<file path="config.mk">
export PLATFORM = sky130hd
export DESIGN_NAME = cache_mem_arbiter
export DESIGN_NICKNAME = d
export VERILOG_FILES = /design/src/rtl/cpu_types_pkg.sv /design/src/rtl/sat_counter.sv /design/src/rtl/cache_mem_arbiter.sv
export SDC_FILE = /design/constraint.sdc
export NUM_CORES = 1
export LEC_CHECK = 0
export ABC_CLOCK_PERIOD_IN_PS = 2950
export CORE_AREA = 2 2 103 105
export CTS_BUF_LIST = sky130_fd_sc_hd__clkbuf_16
export DETAILED_ROUTE_END_ITERATION = 16
export DIE_AREA = 0 0 105 107
export GPL_ROUTABILITY_DRIVEN = 1
export PLACE_DENSITY = 0.64
export SKIP_CTS_REPAIR_TIMING = 1
export SLEW_MARGIN = 5
export SYNTH_ARGS = -nofsm -noshare
export SYNTH_HDL_FRONTEND = slang
export SYNTH_SLANG_ARGS = --single-unit
</file>
<file path="constraint.sdc">
create_clock -name CLK -period 2.95 [get_ports CLK]
set_clock_uncertainty 0.2 [all_clocks]
set_input_delay 0.59 -clock CLK [delete_from_list [all_inputs] [get_ports CLK]]
set_output_delay 0.59 -clock CLK [all_outputs]
set_load 0.05 [all_outputs]
</file>
<file path="src/rtl/cpu_types_pkg.sv">
// Shared CPU/memory types: data word, RAM handshake state and arbiter FSM state.
package cpu_types_pkg;

  typedef logic [31:0] word_t;

  typedef enum logic [1:0] {
    FREE   = 2'd0,
    BUSY   = 2'd1,
    ACCESS = 2'd2,
    ERROR  = 2'd3
  } ramstate_t;

  typedef enum logic [1:0] {
    IDLE   = 2'd0,
    DGRANT = 2'd1,
    IGRANT = 2'd2
  } arb_state_t;

endpackage

</file>
<file path="src/rtl/sat_counter.sv">
// Saturating up-counter with synchronous clear; clear has priority over increment.
module sat_counter #(
  parameter int WIDTH = 4,
  parameter int MAX   = 15
) (
  input  logic             clk,
  input  logic             rst,
  input  logic             inc,
  input  logic             clr,
  output logic [WIDTH-1:0] count,
  output logic             at_max
);

  localparam logic [WIDTH-1:0] MAX_V = WIDTH'(MAX);

  // NOTE: sequential state uses non-blocking assignments so every flop samples pre-edge values.
  always_ff @(posedge clk) begin
    if (rst || clr)
      count <= '0;
    else if (inc && (count != MAX_V))
      count <= count + WIDTH'(1);
  end

  assign at_max = (count == MAX_V);

endmodule

</file>
<file path="src/rtl/cache_mem_arbiter.sv">
// Shares one RAM port between icache (read-only) and dcache (read/write); data side has
// priority, with bounded instruction starvation and a per-transaction timeout.
module cache_mem_arbiter
  import cpu_types_pkg::*;
#(
  parameter int    STARVE_MAX  = 4,
  parameter int    TIMEOUT_CYC = 64,
  parameter word_t ERR_WORD    = 32'hBAD1BAD1
) (
  input  logic      CLK,
  input  logic      RST,
  input  logic      iREN,
  input  word_t     iaddr,
  output logic      iwait,
  output word_t     iload,
  input  logic      dREN,
  input  logic      dWEN,
  input  word_t     daddr,
  input  word_t     dstore,
  output logic      dwait,
  output word_t     dload,
  output logic      ramREN,
  output logic      ramWEN,
  output word_t     ramaddr,
  output word_t     ramstore,
  input  word_t     ramload,
  input  ramstate_t ramstate,
  output logic      bus_err
);

  arb_state_t state;
  logic [3:0] starve_cnt;
  logic [7:0] tmo_cnt;
  logic       starve_full, tmo_full;
  logic       d_req, granted, req_live, withdraw, ok_done, err_done, done;

  assign d_req = dREN || dWEN;

  // NOTE: every always_comb output gets a default first, so no path can infer a latch.
  always_comb begin
    granted  = (state != IDLE);
    req_live = 1'b0;
    case (state)
      DGRANT:  req_live = d_req;
      IGRANT:  req_live = iREN;
      default: req_live = 1'b0;
    endcase
    withdraw = granted && !req_live;
    ok_done  = granted && req_live && (ramstate == ACCESS);
    // ACCESS beats a coincident timeout, so only a non-ACCESS cycle can fail.
    err_done = granted && req_live && !ok_done && ((ramstate == ERROR) || tmo_full);
    done     = ok_done || err_done;
  end

  always_comb begin
    ramREN   = 1'b0;
    ramWEN   = 1'b0;
    ramaddr  = '0;
    ramstore = '0;
    iwait    = 1'b1;
    dwait    = 1'b1;
    iload    = '0;
    dload    = '0;
    bus_err  = err_done;
    case (state)
      DGRANT: begin
        ramaddr  = daddr;
        ramstore = dstore;
        ramWEN   = dWEN;
        ramREN   = dREN && !dWEN;
        dwait    = !done;
        dload    = err_done ? ERR_WORD : ramload;
      end
      IGRANT: begin
        ramaddr = iaddr;
        ramREN  = iREN;
        iwait   = !done;
        iload   = err_done ? ERR_WORD : ramload;
      end
      default: ;
    endcase
  end

  always_ff @(posedge CLK) begin
    if (RST) begin
      state <= IDLE;
    end else begin
      case (state)
        IDLE: begin
          if (iREN && starve_full) state <= IGRANT;
          else if (d_req)          state <= DGRANT;
          else if (iREN)           state <= IGRANT;
        end
        DGRANT, IGRANT: begin
          if (done || withdraw) state <= IDLE;
        end
        default: state <= IDLE;
      endcase
    end
  end

  sat_counter #(.WIDTH(4), .MAX(STARVE_MAX)) u_starve_cnt (
    .clk    (CLK),
    .rst    (RST),
    .inc    (done && (state == DGRANT) && iREN),
    .clr    (done && ((state == IGRANT) || !iREN)),
    .count  (starve_cnt),
    .at_max (starve_full)
  );

  sat_counter #(.WIDTH(8), .MAX(TIMEOUT_CYC - 1)) u_tmo_cnt (
    .clk    (CLK),
    .rst    (RST),
    .inc    (granted && !done && !withdraw),
    .clr    (!granted || done || withdraw),
    .count  (tmo_cnt),
    .at_max (tmo_full)
  );

endmodule
</file>
==> results of run 1 <==
==> worst max-delay path by stage <==
stage	start	end	slack [ns]
finish	ramstate[1]	dload[27]	0.07
global route	u_tmo_cnt.count[0]$_SDFFE_PP0P_	dload[27]	-0.009
CTS	dWEN	iload[17]	-0.06
detailed placement	dWEN	iload[17]	-0.06
global placement	dREN	iload[10]	-0.02
floorplan	state[0]$_SDFFE_PP0P_	iload[15]	0.1
==> cells in the final DEF (no fill, tap or decap), types with 7 or more instances in the layout <==
cell type          n
and3_1            29
buf_12           107
inv_1              7
nor2_1            45
clkdlybuf4s50_1  131
dfxtp_1           13
a22oi_1           32
buf_4             44
and2_1            33
nand2_1           12
o21a_1            34
==> registers in the layout, summed over array words and instances, names as in the netlist <==
name,flops
u_starve_cnt.count,4
u_tmo_cnt.count,8
state,2
==> stage by stage <==
stage | cell area, sq um | setup TNS, ns | cells
after floorplan | 2030 | 0 | 294
after global placement | 5880 | -0.343 | 688
after detailed placement | 5880 | -1.54 | 688
after CTS | 5960 | -2.03 | 692
after global routing | 6120 | -0.0248 | 697
final | 6120 | 0 | 697
==> per-layer routing <==
layer | up-vias | wire length [um] | global-route usage
met5 | - | 0 | 0
met4 | 0 | 334 | 0.0676
met3 | 21 | 1060 | 0.0565
met2 | 170 | 6470 | 0.375
met1 | 1507 | 4510 | 0.225
li1 | 1577 | - | -
==> cell families after synthesis <==
kind of cell	synth area share
and+or+nand+nor	0.357
AOI/OAI and AO/OA	0.342
buffers and inverters	0.0839
DFF	0.138
adders and majority gates	0.0432
xor gates and xnor gates	0.0259
muxes	0.00987
==> final cells by class <==
cell class	count	area [sq um]	share of cell area
clock inverters	1	3.75	0.000613
inverters	9	38.8	0.00634
flip-flops and latches	14	282	0.0460
multi-input cells	244	1630	0.266
clock buffers	3	75.1	0.0123
repair buffers	290	3920	0.641
well taps	136	170	0.0278
==> power breakdown <==
part	leakage (nW)	internal (mW)	switching (mW)
registers	0.113	0.200	0.00988
logic	2.33	1.48	1.91
clock network	0.0385	0.180	0.0878
==> critical path, cell delays in order <==
cell             delay (ns)
clkdlybuf4s50_1        0.49
nand2_1                0.14
o31ai_4                0.08
nand2_2                0.12
clkinv_4               0.13
clkbuf_16              0.18
o21a_1                 0.21
buf_12                 0.15
==> qor.csv, run 1 <==
metric;value;unit
outcome;finished, final reports clean;
ctsHtreeMaxLevel;1;
final_util;0.606;
synthTopCellsByCount;46 x nor2_1, 37 x o21a_1, 33 x and2_1;
crit_required;2.16;ns
ys_ff_latch;14;
grt.total_usage;0.204;
yosysTopAreaCellShare;0.138;
die_area;0.0112;sq mm
max_freq;347;MHz
post_route_cells_drive_above_1_share;0.317;
cp_max_fo;6;
post-place-ws;-0.0567;ns
layout.nets;704;
min_from;u_tmo_cnt.count[0]$_SDFFE_PP0P_;
async_reset_ff_frac;0;
synth_edf_count;0;
power;3.87;mW
holdWs;0.263;ns
ys_warn_count;0;
routedWlPerCell;17.8;um
hold-path-endpoint;u_tmo_cnt.count[0]$_SDFFE_PP0P_;
finalHoldViolCount;0;
vias_per_cell;4.70;
core.rowCount;37;
drv_slew;0;
synthesis.nets;436;
reg2reg_depth;7;
antenna_found_initial;0;
finalCritPeriodShare;0.977;
grt_pass1_vias;3255;
clk_pin_slew;0.05;ns
wirelength;12400;um
critPathCaptureType;primary output;
syn_inst;294;
regToRegEndpoint;u_starve_cnt.count[2]$_SDFFE_PP0P_;
ctsRootBufferMaster;clkbuf_16;
drtAntennaViolNets;0;
cts_tree;done;
synth_most_common_cell;nor2_1;
fill_cells;879;
worst_setup_path_start_kind;input port;
clk_latency;0.25;ns
cts.sinks;14;
drt_first_pass_iters;5;
drc;0;
io_pins;268;
synth_top_area_cell;dfxtp_1;
crit_arrival;2.09;ns
coreArea;0.0101;sq mm
numPortBuffers;267;
grt_max_degree;67;
cts_buffer_depth;2;
finalWorstSetupSlack;0.0681;ns
r2r_setup_slack;0.73;ns
worst-setup-path-type;in2out;
initial_core_util;0.201;
numCtsBuffers;3;
worst_pin_slew;0.363;ns
synth.avg_cell_area;6.90;sq um
synth_cell_types;43;
drt_iter0_markers;222;
fp.dieW;105;um
rr_startpoint;state[1]$_SDFFE_PP0P_;
setup_viol;0;
synthTopCellsByArea;dfxtp_1 14%, o21a_1 14%, a22oi_1 12%;
max_slew_margin;0.758;
irDropWorstVdd;0.000425;V
p_leak;2.48;nW
num_vias;3275;
routabilityCongestion;0.875;
hpwl;10100;um
ys_seq_area_frac;0.138;
ys.flop_type;dfxtp_1;
min_path_cells;1;
die_h;107;um
insertedDiodeCount;0;
maxCapViolCount;0;
period_needed;2.88;ns
synth_area;0.00203;sq mm
p_per_area;632;mW/mm^2
hold_class;reg2reg;
grt-ovfl-total;0;
grt_pass1_wl;18100;um
synthToLayoutAreaGrowth;202;%
(Power assumes the default switching activity.)
==> inputs of run 2 (changes only) <==
--- a/config.mk
+++ b/config.mk
@@ -12,6 +12,7 @@
 export DIE_AREA = 0 0 105 107
 export GPL_ROUTABILITY_DRIVEN = 1
 export PLACE_DENSITY = 0.64
+export REMOVE_ABC_BUFFERS = 1
 export SKIP_CTS_REPAIR_TIMING = 1
 export SLEW_MARGIN = 5
 export SYNTH_ARGS = -nofsm -noshare
==> run 2 against run 1 <==
Via count is 1.8% lower. Fmax rose by 1.9%. Combinational power down 1%. Global-route usage increased by 0.18 points. Largest cell class unchanged. Highest routed layer unchanged.
==> qor.csv, run 2 (synthesis gave the netlist of run 1 again) <==
metric;value;unit;change
outcome;finished, final reports clean;;
numCtsBuffers;3;;unchanged
cp_slowest_cell;dfxtp_1;;
vias_per_cell;4.64;;-1.2%
grt_setup_unrepaired;no;;
fill_cells;893;;+1.6%
max_slew_margin;0.746;;-0.0122
period_needed;2.83;ns;-0.0524 ns
grt_max_degree;65;;-3.0%
swShare;0.522;;+0.00218
worst-setup-path-type;reg2out;;
switching_power;1.99;mW;-0.95%
worst_setup_path_start_kind;flop;;
wirelength;12300;um;-0.51%
initial_core_util;0.201;;unchanged
setup_viol;0;;unchanged
cp_max_fo;28;;+22
crit_required;2.16;ns;about the same
worst-path-buf-inv;2;;-2
critPathCaptureType;primary output;;
cp_top_family;simple AND/OR/NAND/NOR gates;;
clk_latency;0.24;ns;about the same
numPortBuffers;267;;unchanged
p_leak;2.45;nW;-1.0%
power.share.clock;0.068;;about the same
layout_commonest_cell;clkdlybuf4s50_1;;
post_route_cells_drive_above_1_share;0.307;;-0.0103
fp.dieW;105;um;unchanged
crit_arrival;2.04;ns;-0.05 ns
die_area;0.0112;sq mm;unchanged
drtAntennaViolNets;0;;unchanged
io_pins;268;;unchanged
finalHoldViolCount;0;;unchanged
finalCritPeriodShare;0.959;;-0.0178
synthToLayoutAreaGrowth;197;%;
register_area;282;sq um;unchanged
wl_met2;6350;um;-1.9%
hpwl;10100;um;-0.20%
drt_first_pass_iters;4;;-1
path_cells;ha_1, nand4_1, o31ai_4, nand2_2, buf_8, and3_1, buf_4;;
die_h;107;um;unchanged
final_cell_mix;130 x clkdlybuf4s50_1, 106 x buf_12, 46 x nor2_1;;
p_per_area;634;mW/mm^2;+0.26%
routedWlPerCell;17.8;um;about the same
cp_slowest_stage_delay;0.34;ns;-0.15 ns
routabilityCongestion;0.838;;-4.2%
hold_class;reg2reg;;
p_int;1.82;mW;-1.8%
ctsHtreeMaxLevel;1;;unchanged
comb_power_share;0.878;;about the same
cts_buffer_depth;2;;unchanged
maxCapViolCount;0;;unchanged
cts.sinks;14;;unchanged
ctsRootBufferMaster;clkbuf_16;;
insertedDiodeCount;0;;unchanged
top_register;u_tmo_cnt.count;;
cts_tree;done;;
drc;0;;unchanged
num_vias;3217;;-1.8%
layout.nets;700;;-0.57%
irDropWorstVdd;0.000379;V;-11%
core.rowCount;37;;unchanged
power;3.82;mW;-1.4%
topRoutingLayerUsed;met4;;
largest_reg_flops;8;;unchanged
final_util;0.596;;-0.00979
antenna_found_initial;0;;unchanged
seqPwrFrac;0.055;;about the same
max_freq;353;MHz;+1.9%
drt_iter0_markers;134;;-40%
grt_pass1_vias;3099;;-4.8%
grt_pass1_wl;18400;um;+1.7%
coreArea;0.0101;sq mm;unchanged
drv_slew;0;;unchanged
largestRegisters;u_tmo_cnt.count: 8 flops, u_starve_cnt.count: 4 flops, state: 2 flops;;
clk_pin_slew;0.05;ns;about the same
grt-ovfl-total;0;;unchanged
met1_length;4650;um;+3.0%
multi_input_comb_area;0.00160;sq mm;-1.7%
wl_met3;1160;um;+9.5%
worst_pin_slew;0.381;ns;+0.0183 ns
holdWs;0.250;ns;-0.0138 ns
grt.total_usage;0.205;;+0.00177
[run 2: cell types whose count changed in the layout (fill, tap and decap cells not counted), sizes merged]
| cell | delta |
|---|---|
| clkbuf | -2 |
| clkdlybuf4s50 | -1 |
| buf | -2 |
| dlymetal6s2s | +1 |
[run 2: final timing paths]
path                                                 startpoint                                  to  slack (ns)  cells after the start
worst max-delay path            u_tmo_cnt.count[0]$_SDFFE_PP0P_                            iload[2]        0.12                      7
worst min-delay path            u_tmo_cnt.count[0]$_SDFFE_PP0P_     u_tmo_cnt.count[0]$_SDFFE_PP0P_        0.25                      1
worst max register to register  u_tmo_cnt.count[0]$_SDFFE_PP0P_  u_starve_cnt.count[1]$_SDFFE_PP0P_        0.85                      7
worst min register to register  u_tmo_cnt.count[0]$_SDFFE_PP0P_     u_tmo_cnt.count[0]$_SDFFE_PP0P_        0.25                      1
[run 2: power by group through the flow]
stage / clock network, mW / logic, mW / registers (mW)
2_1_floorplan: 0 / 1.68 / 0.208
3_3_place_gp: 0 / 3.33 / 0.210
3_5_place_dp: 0 / 3.35 / 0.211
4_1_cts: 0.265 / 3.36 / 0.207
5_1_grt: 0.269 / 3.48 / 0.209
6_report: 0.258 / 3.35 / 0.209
[run 2: layout make-up]
type	count	share of cell area
well taps	136	0.0283
inverters	9	0.00644
clock inverters	1	0.000624
multi-input cells	244	0.266
flip-flops and latches	14	0.0468
clock buffers	3	0.0125
repair buffers	286	0.640
[run 2: stage by stage]
stage | setup TNS (ns) | setup slack [ns] | area (sq um) | cells
floorplan | -79.98 | -1.33 | 1890 | 267
global placement | -1.70 | -0.0557 | 5850 | 686
finish | 0 | 0.121 | 6020 | 693
detailed placement | -1.69 | -0.0611 | 5850 | 686
global route | 0 | 0.00912 | 6020 | 693
CTS | -2.81 | -0.0780 | 5930 | 690
[run 2: routing by layer]
| layer | track usage | vias to the layer above |
|---|---|---|
| li1 | - | 1564 |
| met1 | 0.231 | 1501 |
| met2 | 0.376 | 139 |
| met3 | 0.0778 | 13 |
| met4 | 0.0295 | 0 |
| met5 | 0 | - |
